File: src/rtl/snes_pad_reader.sv
// SNES gamepad poller: latches the pad, shifts in 16 serial bits and presents a
// two-poll debounced 12-bit button vector together with a pad-ID check.
module snes_pad_reader #(
  parameter int unsigned HALF_CYCLES  = 129,
  parameter int unsigned LATCH_CYCLES = 258,
  parameter int unsigned POLL_CYCLES  = 357950
) (
  input  logic        clk,
  input  logic        reset,
  input  logic        joy_data,
  output logic        joy_strb,
  output logic        joy_clk,
  output logic [11:0] buttons,
  output logic        valid,
  output logic        id_ok
);

  localparam int unsigned PW     = (POLL_CYCLES > 1) ? $clog2(POLL_CYCLES) : 1;
  localparam int unsigned PH_MAX = (LATCH_CYCLES > HALF_CYCLES) ? LATCH_CYCLES : HALF_CYCLES;
  localparam int unsigned HW     = (PH_MAX > 1) ? $clog2(PH_MAX) : 1;

  localparam logic [PW-1:0] POLL_LAST  = PW'(POLL_CYCLES - 1);
  localparam logic [PW-1:0] POLL_ZERO  = PW'(0);
  localparam logic [PW-1:0] POLL_ONE   = PW'(1);
  localparam logic [HW-1:0] LATCH_LAST = HW'(LATCH_CYCLES - 1);
  localparam logic [HW-1:0] HALF_LAST  = HW'(HALF_CYCLES - 1);
  localparam logic [HW-1:0] PH_ZERO    = HW'(0);
  localparam logic [HW-1:0] PH_ONE     = HW'(1);

  localparam logic [2:0] ST_IDLE  = 3'd0;
  localparam logic [2:0] ST_LATCH = 3'd1;
  localparam logic [2:0] ST_LOW   = 3'd2;
  localparam logic [2:0] ST_HIGH  = 3'd3;
  localparam logic [2:0] ST_DONE  = 3'd4;

  logic [1:0]    sync_r;
  logic          data_s;
  logic [PW-1:0] poll_cnt_r;
  logic          poll_wrap_s;
  logic [2:0]    state_r;
  logic [2:0]    state_s;
  logic [HW-1:0] phase_r;
  logic [HW-1:0] phase_s;
  logic [3:0]    bit_r;
  logic [3:0]    bit_s;
  logic          sample_s;
  logic          finish_s;
  logic [15:0]   raw_r;
  logic [15:0]   prev_raw_r;
  logic [11:0]   buttons_r;
  logic [11:0]   buttons_s;
  logic          id_ok_r;
  logic          id_ok_s;
  logic          joy_strb_r;
  logic          joy_clk_r;
  logic          valid_r;

  assign data_s      = sync_r[1];
  assign poll_wrap_s = (poll_cnt_r == POLL_LAST);

  // Two-flop synchronizer for the asynchronous pad data line
  always_ff @(posedge clk) begin
    if (reset) begin
      sync_r <= 2'b11;
    end else begin
      sync_r <= {sync_r[0], joy_data};
    end
  end

  // Free-running poll period counter; its wrap starts each latch
  always_ff @(posedge clk) begin
    if (reset) begin
      poll_cnt_r <= POLL_ZERO;
    end else if (poll_wrap_s) begin
      poll_cnt_r <= POLL_ZERO;
    end else begin
      poll_cnt_r <= poll_cnt_r + POLL_ONE;
    end
  end

  // Next-state logic for the latch / shift sequence
  always_comb begin
    state_s  = state_r;
    phase_s  = phase_r;
    bit_s    = bit_r;
    sample_s = 1'b0;
    finish_s = 1'b0;
    case (state_r)
      ST_IDLE: begin
        if (poll_wrap_s) begin
          state_s = ST_LATCH;
          phase_s = PH_ZERO;
        end else begin
          state_s = ST_IDLE;
        end
      end
      ST_LATCH: begin
        if (phase_r == LATCH_LAST) begin
          state_s = ST_LOW;
          phase_s = PH_ZERO;
          bit_s   = 4'd0;
        end else begin
          phase_s = phase_r + PH_ONE;
        end
      end
      ST_LOW: begin
        if (phase_r == HALF_LAST) begin
          state_s  = ST_HIGH;
          phase_s  = PH_ZERO;
          sample_s = 1'b1;
        end else begin
          phase_s = phase_r + PH_ONE;
        end
      end
      ST_HIGH: begin
        if (phase_r == HALF_LAST) begin
          phase_s = PH_ZERO;
          if (bit_r == 4'd15) begin
            state_s  = ST_DONE;
            finish_s = 1'b1;
          end else begin
            state_s = ST_LOW;
            bit_s   = bit_r + 4'd1;
          end
        end else begin
          phase_s = phase_r + PH_ONE;
        end
      end
      ST_DONE: begin
        state_s = ST_IDLE;
      end
      default: begin
        state_s = ST_IDLE;
        phase_s = PH_ZERO;
        bit_s   = 4'd0;
      end
    endcase
  end

  // Debounce: accept a reading only when it repeats the previous poll;
  // evaluated on entry to DONE so buttons and id_ok settle with valid
  always_comb begin
    buttons_s = buttons_r;
    id_ok_s   = id_ok_r;
    if (finish_s) begin
      id_ok_s = (raw_r[15:12] == 4'b1111);
      if (raw_r[15:12] != 4'b1111) begin
        buttons_s = 12'h000;
      end else if (raw_r == prev_raw_r) begin
        buttons_s = ~raw_r[11:0];
      end else begin
        buttons_s = buttons_r;
      end
    end else begin
      buttons_s = buttons_r;
      id_ok_s   = id_ok_r;
    end
  end

  // FSM state, shift register and registered pad-facing outputs
  always_ff @(posedge clk) begin
    if (reset) begin
      state_r    <= ST_IDLE;
      phase_r    <= PH_ZERO;
      bit_r      <= 4'd0;
      raw_r      <= 16'hFFFF;
      prev_raw_r <= 16'hFFFF;
      buttons_r  <= 12'h000;
      id_ok_r    <= 1'b0;
      joy_strb_r <= 1'b0;
      joy_clk_r  <= 1'b1;
      valid_r    <= 1'b0;
    end else begin
      state_r <= state_s;
      phase_r <= phase_s;
      bit_r   <= bit_s;
      if (sample_s) begin
        raw_r[bit_r] <= data_s;
      end
      if (finish_s) begin
        prev_raw_r <= raw_r;
      end
      buttons_r  <= buttons_s;
      id_ok_r    <= id_ok_s;
      joy_strb_r <= (state_s == ST_LATCH);
      joy_clk_r  <= (state_s != ST_LOW);
      valid_r    <= finish_s;
    end
  end

  assign joy_strb = joy_strb_r;
  assign joy_clk  = joy_clk_r;
  assign buttons  = buttons_r;
  assign valid    = valid_r;
  assign id_ok    = id_ok_r;

endmodule

File: config.mk
export PLATFORM = sky130hd
export DESIGN_NAME = snes_pad_reader
export DESIGN_NICKNAME = d
export VERILOG_FILES = /design/src/rtl/snes_pad_reader.sv
export SDC_FILE = /design/constraint.sdc
export NUM_CORES = 1
export LEC_CHECK = 0
export BUFFER_PORTS_ARGS = -buffer_cell sky130_fd_sc_hd__buf_4
export CAP_MARGIN = 20
export CORE_ASPECT_RATIO = 1.75
export CORE_MARGIN = 5
export CORE_UTILIZATION = 55
export CTS_CLUSTER_DIAMETER = 60
export CTS_CLUSTER_SIZE = 28
export DETAILED_ROUTE_END_ITERATION = 7
export PLACE_DENSITY = 0.75
export SETUP_SLACK_MARGIN = 0.05
export SYNTH_ARGS = -nofsm -noshare
export SYNTH_HDL_FRONTEND = slang
export SYNTH_SLANG_ARGS = --single-unit
File: constraint.sdc
create_clock -name clk -period 2.15 [get_ports clk]
set_clock_uncertainty 0.15 [all_clocks]
set_input_delay 0.215 -clock clk [delete_from_list [all_inputs] [get_ports clk]]
set_output_delay 0.215 -clock clk [all_outputs]
set_load 0.01 [all_outputs]
==> impl_results.md, run 1 <==
* Status: finished with violations
* Violated checks: setup timing
* TritonCTS clock tree: yes
* Delay-heaviest family, CP: simple AND/OR/NAND/NOR gates
* Sequential power share at 47.1%
* Netlist Area Pre-Place at 0.00397 mm²
* Die Wd at 74.2 µm
* Pin count of the biggest net entering global routing at 38
* DR vias at 3659
* DR pass1 iterations at 6
* R2R cell count at 5
* FF+latch count, synth at 85
* Global Route met1 Usage at 24.7%
* Final Hold Viols at 0
* Drt drc at 0
* Gr ovfl total at 0
* Layout fillers at 531
* FF-to-FF End: prev_raw_r[7]
* Maximum achievable frequency at 445 MHz
* Hold path endpoint: state_r[0]
* Crit path cell chain: or4_4 > or2_4 > or4_4 > nand2_1 > nand3_1
* Reg-to-reg critical path startpoint: phase_r[6]
* NumNets Final at 534
* Clock tree buffer depth at 2
* Reg area at 0.00171 mm²
* Cells after synthesis at 467
* Synth Net Count at 479
* Sequential area share after synthesis at 42.9%
* Sw power at 0.665 mW
* Core box area at 0.00713 mm²
* Worst setup margin at -0.0978 ns
* Num rows at 41
* Least-Margin Pin Slew at 0.520 ns
* Final setup viols at 37
* Area growth from synthesis to layout at 27.9%
* WL per Instance at 16.0 µm
* Slew margin rel. at 65.2%
* Initial antenna violation count at 0
* Placer Congestion at 0.803
* Max-Cap Viols at 0
* WL final at 9.79 mm
* Hold WS at 0.0721 ns
* Initial Util at 55.7%
* Tot Pwr at 3.36 mW
* Die height at 122 µm
* Hold wc startpoint: reset
* Startpoint Class: flop
* Avg Vias per Cell at 5.97
* Grt peak-use layer: met2
* Vias in the first global route at 3484
* Final HPWL DP at 6.18 mm
* Global-route wire length before repair at 16.0 mm
* Power per cell area at 662 mW/mm²
* Cell mode on critical path: or4_4
* Area of the multi-input gates at 0.00227 mm²
* Sw Share at 19.8%
* DRT antenna net count at 0
* Syn_area_per_cell at 8.50 µm²
* Arr. time, crit path at 2.31 ns
* Slew Limit Fails at 0
* Hold-critical path depth at 3
* CP required at 2.21 ns
* Worst hold path class: in2reg
* Max H-tree Level at 3
* Synth warnings at 0
* Cts bufs inserted at 9
* Clock share of power at 50.8%
* VDD IR max at 0.485 mV
* Crit path max-delay cell type: or4_4
* R2R Setup Slk at -0.1 ns
* Global Route met2 Usage at 40.4%
* Met3 Use GR at 4.18%
* Root buffer cell: clkbuf_16
* Setup Crit Path Kind: reg2reg
* Yosys cell types at 49
* Max incr delay on CP at 0.62 ns
* DIE AREA at 0.00908 mm²
* CP Capture Type: flop
* Number of buffers added on ports at 18
* Int Pwr at 2.70 mW
* RSZ-0062 raised after global routing: yes
* Sink Count at 85
* P_leak at 1.90 nW
* Worst skew pair latency at 0.34 ns
* Post-layout min period at 2.25 ns
* Bufs and invs on worst path at 0
* IO Pins at 19
* Initial DRC Count at 323
* Final Cycle Share at 105%
* Logic pwr share at 2.1%
* # diodes at 0
* Layout cells sized above 1 at 27.1%
* Clock slew at reported path FFs at 0.06 ns
* Gr usage total at 22.5%
* Crit path max fanout at 7
## state kept, by name, summed over array words and instances, names as in the netlist
register	cells
sync_r	2
raw_r	16
poll_cnt_r	19
bit_r	4
joy_clk	1
id_ok	1
joy_strb	1
state_r	3
buttons	12
phase_r	9
valid	1
prev_raw_r	16
## cells by family (layout without fill, tap and decap cells)
family | Yosys count | count (layout) | share of synthesized area, %
xor gates and xnor gates | 33 | 33 | 7.28
and+or+nand+nor | 223 | 226 | 28.1
AOI/OAI and AO/OA | 68 | 68 | 12.3
muxes | 6 | 6 | 1.51
buffers and inverters | 43 | 100 | 5.07
adders and majority gates | 9 | 9 | 2.84
DFF | 85 | 85 | 42.9
## synth_stat cells, drive strengths merged
| master | count | area share [%] |
|---|---|---|
| a211oi | 2 | 0.38 |
| a21o | 3 | 0.57 |
| a21oi | 8 | 1.0 |
| a22o | 2 | 0.47 |
| a311oi | 12 | 2.6 |
| a31oi | 13 | 2.0 |
| a41oi | 12 | 2.6 |
| and2 | 2 | 0.32 |
| and3 | 5 | 0.82 |
| and3b | 1 | 0.22 |
| and4 | 2 | 0.44 |
| buf | 10 | 1.8 |
| clkbuf | 20 | 2.0 |
| clkinv | 1 | 0.094 |
| dfxtp | 85 | 43 |
| dlygate4sd1 | 1 | 0.22 |
| ha | 9 | 2.8 |
| inv | 11 | 1.0 |
| mux2i | 6 | 1.5 |
| nand2 | 67 | 6.3 |
| nand2b | 4 | 0.63 |
| nand3 | 42 | 5.3 |
| nand3b | 3 | 0.57 |
| nand4 | 10 | 1.6 |
| nor2 | 35 | 3.3 |
| nor2b | 4 | 0.63 |
| nor3 | 9 | 1.3 |
| nor3b | 1 | 0.19 |
| nor4 | 11 | 2.1 |
| o21a | 1 | 0.19 |
| o21ai | 10 | 1.3 |
| o31a | 1 | 0.22 |
| o31ai | 2 | 0.38 |
| o32a | 1 | 0.25 |
| o32ai | 1 | 0.22 |
| or2 | 7 | 1.2 |
| or3 | 16 | 2.5 |
| or4 | 4 | 0.76 |
| xnor2 | 8 | 1.8 |
| xor2 | 25 | 5.5 |
## power by group through the flow
stage               Combinational, mW  Clock (mW)  Sequential [mW]
finish                         0.0717        1.71             1.58
floorplan                      0.0433           0             1.62
detailed placement             0.0671           0             1.62
global placement               0.0658           0             1.62
CTS                            0.0702        1.72             1.59
global route                   0.0804        1.80             1.58
## how the worst max path moves through the flow
stage / from / endpoint / cells after the start
2_1_floorplan: phase_r[6] / buttons[0] / 8
3_3_place_gp: phase_r[6] / buttons[4] / 5
3_5_place_dp: phase_r[6] / buttons[0] / 5
4_1_cts: phase_r[6] / prev_raw_r[8] / 5
5_1_grt: phase_r[6] / phase_r[7] / 8
6_report: phase_r[6] / prev_raw_r[7] / 5
## tightest hold or removal path, stage by stage
cell and delay, ns:
buf_4 0.10, or2_2 0.15, a31oi_1 0.05
## per-stage QoR
stage / utilization (%) / instances / setup slack (ns) / area (µm²) / TNS, ns
floorplan: - / 467 / -0.252 / 4000 / -7.65
global placement: 62.1 / 584 / -0.173 / 4430 / -5.94
detailed placement: 62.1 / 584 / -0.210 / 4430 / -7.18
CTS: 69.1 / 610 / -0.0992 / 4920 / -1.52
global route: 71.2 / 613 / -0.166 / 5080 / -5.68
finish: 71.2 / 613 / -0.0978 / 5080 / -2.23
## routing by layer
metal | vias up | wire, µm
li1 | 1781 | -
met1 | 1747 | 3720
met2 | 104 | 5380
met3 | 27 | 334
met4 | 0 | 358
met5 | - | 0
## cell type report
cell class / count / area share [%]
inverters: 12 / 0.887
well taps: 86 / 2.12
flip-flops and latches: 85 / 33.6
multi-input cells: 342 / 44.8
clock inverters: 4 / 1.53
clock buffers: 12 / 5.05
repair buffers: 72 / 12.0
## cells in the final DEF (no fill, tap or decap), types with 3 or more instances in the layout
cell type,instances
and3_1,4
nor3_1,5
or2_2,6
a21oi_1,7
nor4_4,3
ha_1,9
xor2_1,25
or4_4,6
a21o_1,3
a31oi_1,13
nand2b_1,4
a311oi_1,12
or3_1,16
nor2_1,35
inv_1,11
nand2_1,45
nor2b_1,4
buf_4,64
clkbuf_16,10
mux2i_1,6
nand3_1,35
nand2_2,22
nand3_2,7
nor4_1,8
o21ai_0,9
dfxtp_1,82
a41oi_1,12
nand4_1,10
xnor2_1,8
nand3b_1,3
buf_12,3
## timing repair
action | 4_1_cts | 5_1_grt
endpoints found under the setup margin | 58 | 57
cloned | 3 | 1
resized for setup | 21 | 32
hold endpoints to repair | 2 | 0
pin swaps | 23 | 15
hold buffers | 2 | 0
buffers inserted | 5 | 2
Note: power is estimated with default switching activity, not from simulation.
==> inputs of run 2 (changes only) <==
BUFFER_PORTS_ARGS = unset   (was -buffer_cell sky130_fd_sc_hd__buf_4)
CORE_UTILIZATION = 57   (was 55)
DONT_BUFFER_PORTS = 1   (was unset)
SETUP_SLACK_MARGIN = 0.5   (was 0.05)
SLEW_MARGIN = 30   (was unset)
==> run 2 against run 1 <==
Compared with the run above:
- the run still ends with setup timing left
- combinational power increased by 42%
- cell count increased by 0.82%
- clock-buffer cell count decreased by 2
- design area increased by 13%
- wire length increased by 35%
- largest power group unchanged
==> impl_results.md, run 2 (synthesis results as in run 1) <==
* Slew Limit Fails at 0 (unchanged)
* Max incr delay on CP at 0.56 ns (-0.06 ns)
* Vias in the first global route at 3641 (+4.5%)
* DR vias at 4046 (+11%)
* Root buffer cell: clkbuf_16
* Clock slew at reported path FFs at 0.06 ns (about the same)
* Violated checks: setup timing
* Power per cell area at 575 mW/mm² (-13%)
* Top Registers: poll_cnt_r x19, prev_raw_r x16, raw_r x16
* Least-Margin Pin Slew at 0.768 ns (+0.248 ns)
* Avg Vias per Cell at 6.55 (+9.7%)
* Die Wd at 73.1 µm (-1.5%)
* TritonCTS clock tree: yes
* Final HPWL DP at 6.18 mm (about the same)
* Max H-tree Level at 3 (unchanged)
* Max reg flops at 19 (unchanged)
* Gr usage total at 25.4% (+2.9 points)
* Placer Congestion at 0.859 (+6.9%)
* Number of buffers added on ports at 0 (-18)
* Initial DRC Count at 372 (+15%)
* Crit path max-delay cell type: or4_4
* Worst skew pair latency at 0.35 ns (about the same)
* DIE AREA at 0.00880 mm² (-3.1%)
* Post-layout min period at 2.36 ns (+0.113 ns)
* Most flops, register: poll_cnt_r
* Worst hold path class: in2reg
* Maximum achievable frequency at 424 MHz (-4.8%)
* Slew margin rel. at 48.7% (-17 points)
* Max-Cap Viols at 0 (unchanged)
* Final setup viols at 57 (+54%)
* WL per Instance at 21.3 µm (+34%)
* Final Cycle Share at 110% (+5.2 points)
* Crit path max fanout at 5 (-2)
* Worst setup margin at -0.210 ns (-0.113 ns)
* RSZ-0062 raised after global routing: yes
* VDD IR max at 0.752 mV (+55%)
* Gr ovfl total at 0 (unchanged)
* Initial antenna violation count at 0 (unchanged)
* Post-placement cell count at 562 (-3.8%)
* Die height at 120 µm (-1.6%)
* Setup Crit Path Kind: reg2reg
* Startpoint Class: flop
* CP required at 2.25 ns (+0.04 ns)
* Global Route met1 Usage at 26.8% (+2.0 points)
* DR pass1 iterations at 5 (-1)
* Global-route wire length before repair at 17.5 mm (+9.0%)
* Sink Count at 85 (unchanged)
* # diodes at 0 (unchanged)
* Grt peak-use layer: met2
* Final non-filler cell total at 618 (+0.82%)
* Arr. time, crit path at 2.46 ns (+0.15 ns)
* P_leak at 2.06 nW (+8.8%)
* Clock tree buffer depth at 2 (unchanged)
* Area growth from synthesis to layout at 44.5%
* IO Pins at 19 (unchanged)
* Drt drc at 0 (unchanged)
* Core box area at 0.00686 mm² (-3.8%)
* Pin count of the biggest net entering global routing at 36 (-5.3%)
* Delay-heaviest family, CP: simple AND/OR/NAND/NOR gates
* Initial Util at 57.9% (+2.2 points)
* Commonest non-fill, non-tap cells in the layout: 72 x dfxtp_1, 49 x buf_4, 37 x nand2_1, 25 x xor2_1, 24 x nand3_1
* Crit path cell chain: or4_4 > buf_6 > nor4_4 > and3b_2 > buf_6 > buf_8 > a311oi_1 > a41oi_1
* WL final at 13.2 mm (+35%)
* Status: finished with violations
* Cell mode on critical path: buf_6
* Cts bufs inserted at 9 (unchanged)
* Bufs and invs on worst path at 3 (+3)
* Final Hold Viols at 0 (unchanged)
* Most common cell after layout, fill and taps aside: dfxtp_1
* Num rows at 40 (-2.4%)
* Met3 Use GR at 5.16% (+0.98 points)
* Layout cells sized above 1 at 41.8% (+15 points)
* Global Route met2 Usage at 46.1% (+5.7 points)
* Tot Pwr at 3.30 mW (-1.9%)
* CP Capture Type: flop
* DRT antenna net count at 0 (unchanged)
* Layout fillers at 329 (-38%)
* NumNets Final at 541 (+1.3%)
[run 2: changes by cell type in the layout (fill, tap and decap cells not counted), sizes merged]
cell and change:
clkinv +2, inv +1, bufinv -1, buf +2
nand2 +3
[run 2: tightest hold or removal path, delay by kind of cell]
family	cells	cell delay, ns
AOI/OAI and AO/OA	1	0.06
buffers and inverters	1	0.14
and+or+nand+nor	1	0.12
[run 2: power breakdown]
| part | switching (mW) | total [mW] | internal (mW) |
|---|---|---|---|
| clock | 0.669 | 1.61 | 0.940 |
| sequential | 0.00867 | 1.59 | 1.58 |
| combinational | 0.0662 | 0.102 | 0.0354 |
| total | 0.744 | 3.30 | 2.56 |
[run 2: through the flow]
step / utilization, % / hold slack [ns] / TNS, ns / setup WS (ns) / cell area (µm²)
6_report: 83.6 / 0.0942 / -5.18 / -0.210 / 5740
4_1_cts: 74.1 / 0.0668 / -1.19 / -0.0736 / 5080
3_3_place_gp: 63.0 / 0.145 / -7.09 / -0.185 / 4320
3_5_place_dp: 63.0 / 0.148 / -8.93 / -0.227 / 4320
5_1_grt: 83.6 / 0.101 / -8.58 / -0.292 / 5740
2_1_floorplan: - / 0.169 / -7.67 / -0.252 / 4080
[run 2: timing repair]
action                     4_1_cts  5_1_grt
cloned                           6        5
hold buffers                     3        0
setup buffers                   18        8
gates resized for setup         43      130
setup endpoints to repair       83       83
pin swaps                       28       58
hold endpoints to repair        35        0
[run 2: area by class of cell]
cell class | count | area [µm²] | area share [%]
clock buffers | 10 | 239 | 4.17
clock inverters | 6 | 66.3 | 1.16
inverters | 12 | 45.0 | 0.785
multi-input cells | 345 | 2780 | 48.5
flip-flops and latches | 85 | 1720 | 30.0
well taps | 84 | 105 | 1.83
repair buffers | 76 | 773 | 13.5
[run 2: final timing paths]
| check | start | to | slack, ns | cells past startpoint |
|---|---|---|---|---|
| worst max-delay path | phase_r[6] | raw_r[9] | -0.21 | 8 |
| worst min-delay path | reset | state_r[0] | 0.09 | 3 |
| worst max register to register | phase_r[6] | raw_r[9] | -0.21 | 8 |
| worst min register to register | sync_r[0] | sync_r[1] | 0.26 | 1 |
[run 2: metal layers]
layer / vias to the layer above / routed length [µm]
li1: 1815 / -
met1: 1945 / 4500
met2: 214 / 7190
met3: 72 / 717
met4: 0 / 777
met5: - / 0
==> inputs of run 3 (changes only) <==
CORE_UTILIZATION = 59   (was 57)
CTS_BUF_LIST = sky130_fd_sc_hd__clkbuf_4   (was unset)
PLACE_DENSITY = 0.78   (was 0.75)
==> run 3 against run 2 <==
Compared with the run above:
- the run still ends with setup timing left
- clock power decreased by 50%
- cell count decreased by 0.16%
- via count increased by 2.6%
- register-to-register slack got worse by 0.02 ns
- sequential share of layout area increased by 2.0 points
- first-iteration DRC count decreased by 14%
- die area decreased by 3.0%
- core utilization decreased by 0.87 points
- worst setup slack got worse by 0.022 ns
- clock-buffer cell count unchanged
- global-route usage increased by 0.62 points
- largest power group is now sequential cells
==> impl_results.md, run 3 (synthesis results as in run 1) <==
* Hold-critical path depth at 3 (unchanged)
* Placer Congestion at 0.845 (-1.6%)
* DIE AREA at 0.00853 mm² (-3.0%)
* Gr ovfl total at 0 (unchanged)
* Status: finished with violations
* WL per Instance at 21.1 µm (-0.89%)
* NumNets Final at 542 (+0.18%)
* Reg-to-reg critical path startpoint: phase_r[5]
* IO Pins at 19 (unchanged)
* Top Registers: poll_cnt_r x19, prev_raw_r x16, raw_r x16
* Least-Margin Pin Slew at 0.914 ns (+0.146 ns)
* Violated checks: setup timing
* Worst slack at placement at -0.199 ns (+0.0285 ns)
* Placement Cell Area at 0.00432 mm² (about the same)
* Final HPWL DP at 6.30 mm (+1.9%)
* Max reg flops at 19 (unchanged)
* Worst setup margin at -0.232 ns (-0.0219 ns)
* Layout cells sized above 1 at 35.1% (-6.6 points)
* Max-Cap Viols at 0 (unchanged)
* Crit. Startpoint: phase_r[5]
* Avg Vias per Cell at 6.73 (+2.8%)
* R2R cell count at 8 (unchanged)
* Die Wd at 72.0 µm (-1.5%)
* Post-layout min period at 2.38 ns (+0.0219 ns)
* Hold wc startpoint: reset
* Maximum achievable frequency at 420 MHz (-0.92%)
* CP required at 2.38 ns (+0.13 ns)
* Power per cell area at 462 mW/mm² (-20%)
* # diodes at 0 (unchanged)
* DR pass1 iterations at 6 (+1)
* Final non-filler cell total at 617 (-0.16%)
* Crit path max fanout at 7 (+2)
* Max H-tree Level at 3 (unchanged)
* Layout fillers at 360 (+9.4%)
* VDD IR max at 0.559 mV (-26%)
* Initial DRC Count at 319 (-14%)
* Arr. time, crit path at 2.61 ns (+0.15 ns)
* Number of buffers added on ports at 0 (unchanged)
* Commonest non-fill, non-tap cells in the layout: 68 x dfxtp_1, 61 x nand2_1, 45 x buf_4, 38 x nand3_1, 25 x xor2_1
* CP Capture Type: flop
* Slew Limit Fails at 0 (unchanged)
* Finished Cell Area at 0.00541 mm² (-5.6%)
* Clock slew at reported path FFs at 0.14 ns (+0.08 ns)
* RSZ-0062 raised after global routing: yes
* DRT antenna net count at 0 (unchanged)
* Startpoint Class: flop
* Most common cell after layout, fill and taps aside: dfxtp_1
* Sink Count at 85 (unchanged)
* Setup TNS at -4.43 ns (+0.751 ns)
* Clock tree buffer depth at 2 (unchanged)
* Worst hold path class: in2reg
* Cts bufs inserted at 9 (unchanged)
* Core box area at 0.00654 mm² (-4.6%)
* Slew margin rel. at 39.0% (-9.7 points)
* Global-route wire length before repair at 17.7 mm (+1.4%)
* Initial antenna violation count at 0 (unchanged)
* Drt drc at 0 (unchanged)
* Pin count of the biggest net entering global routing at 40 (+11%)
* Worst skew pair latency at 0.48 ns (+0.13 ns)
* Area growth from synthesis to layout at 36.3%
* Final Hold Viols at 0 (unchanged)
* Post-placement cell count at 559 (-0.53%)
* Root buffer cell: clkbuf_4
* Gr usage total at 26.0% (+0.62 points)
* DR vias at 4153 (+2.6%)
* WL final at 13.0 mm (-1.0%)
* Initial Util at 60.7% (+2.8 points)
* Die height at 119 µm (-1.6%)
* Num rows at 39 (-2.5%)
* P_leak at 1.94 nW (-5.9%)
* Setup Crit Path Kind: reg2reg
* Vias in the first global route at 3881 (+6.6%)
* Most flops, register: poll_cnt_r
* Final setup viols at 56 (-1.8%)
* TritonCTS clock tree: yes
* Final Cycle Share at 111% (+1.0 points)
-- run 3: cell types whose count changed in the layout (fill, tap and decap cells not counted), sizes merged --
cell	delta
buf	-3
dlygate4sd3	+7
inv	-3
clkinv	+3
clkbuf	-3
clkinvlp	+1
bufinv	-1
-- run 3: critical path: stages, from the launching register on --
cell and delay (ns):
dfxtp_2 0.35, or4_4 0.54, buf_6 0.15, nor4_4 0.14, and3b_2 0.34, buf_6 0.14, buf_16 0.12, a311oi_1 0.10
a41oi_1 0.24
-- run 3: report_power, final --
group | switching (mW) | internal, mW
combinational | 0.0662 | 0.0386
sequential | 0.00931 | 1.58
clock | 0.572 | 0.237
-- run 3: worst paths after layout --
| check | slack (ns) | end |
|---|---|---|
| worst max-delay path | -0.23 | raw_r[0] |
| worst min-delay path | 0.01 | raw_r[6] |
| worst max register to register | -0.23 | raw_r[0] |
| worst min register to register | 0.34 | bit_r[0] |
-- run 3: layout make-up --
type	instances	area, µm²	share of cell area (%)
Multi-Input combinational cell	345	2640	48.7
Tap cell	82	103	1.90
Sequential cell	85	1730	32.0
Inverter	12	47.5	0.878
Clock buffer	10	75.1	1.39
Clock inverter	6	30.0	0.555
Timing Repair Buffer	77	788	14.6
-- run 3: per-stage QoR --
stage | utilization [%] | power, mW | hold slack [ns]
after floorplan | - | 1.67 | 0.169
after global placement | 66.1 | 1.67 | 0.144
after detailed placement | 66.1 | 1.67 | 0.147
after CTS | 74.4 | 2.45 | -0.122
after global routing | 82.8 | 2.57 | 0.0245
final | 82.8 | 2.50 | 0.0127
-- run 3: layer usage --
layer | global-route usage (%) | up-vias | part of all wire (%)
met2 | 46.5 | 269 | 53
li1 | - | 1796 | -
met3 | 4.93 | 90 | 7.1
met4 | 20.0 | 0 | 6.6
met1 | 25.3 | 1998 | 33
met5 | 0 | - | 0
-- run 3: what timing repair did --
action / 4_1_cts / 5_1_grt
setup buffers: 8 / 14
hold buffers: 9 / 1
pin swaps: 24 / 55
hold endpoints to repair: 40 / 15
gates resized for setup: 40 / 95
gates cloned: 6 / 4
setup endpoints to repair: 83 / 83
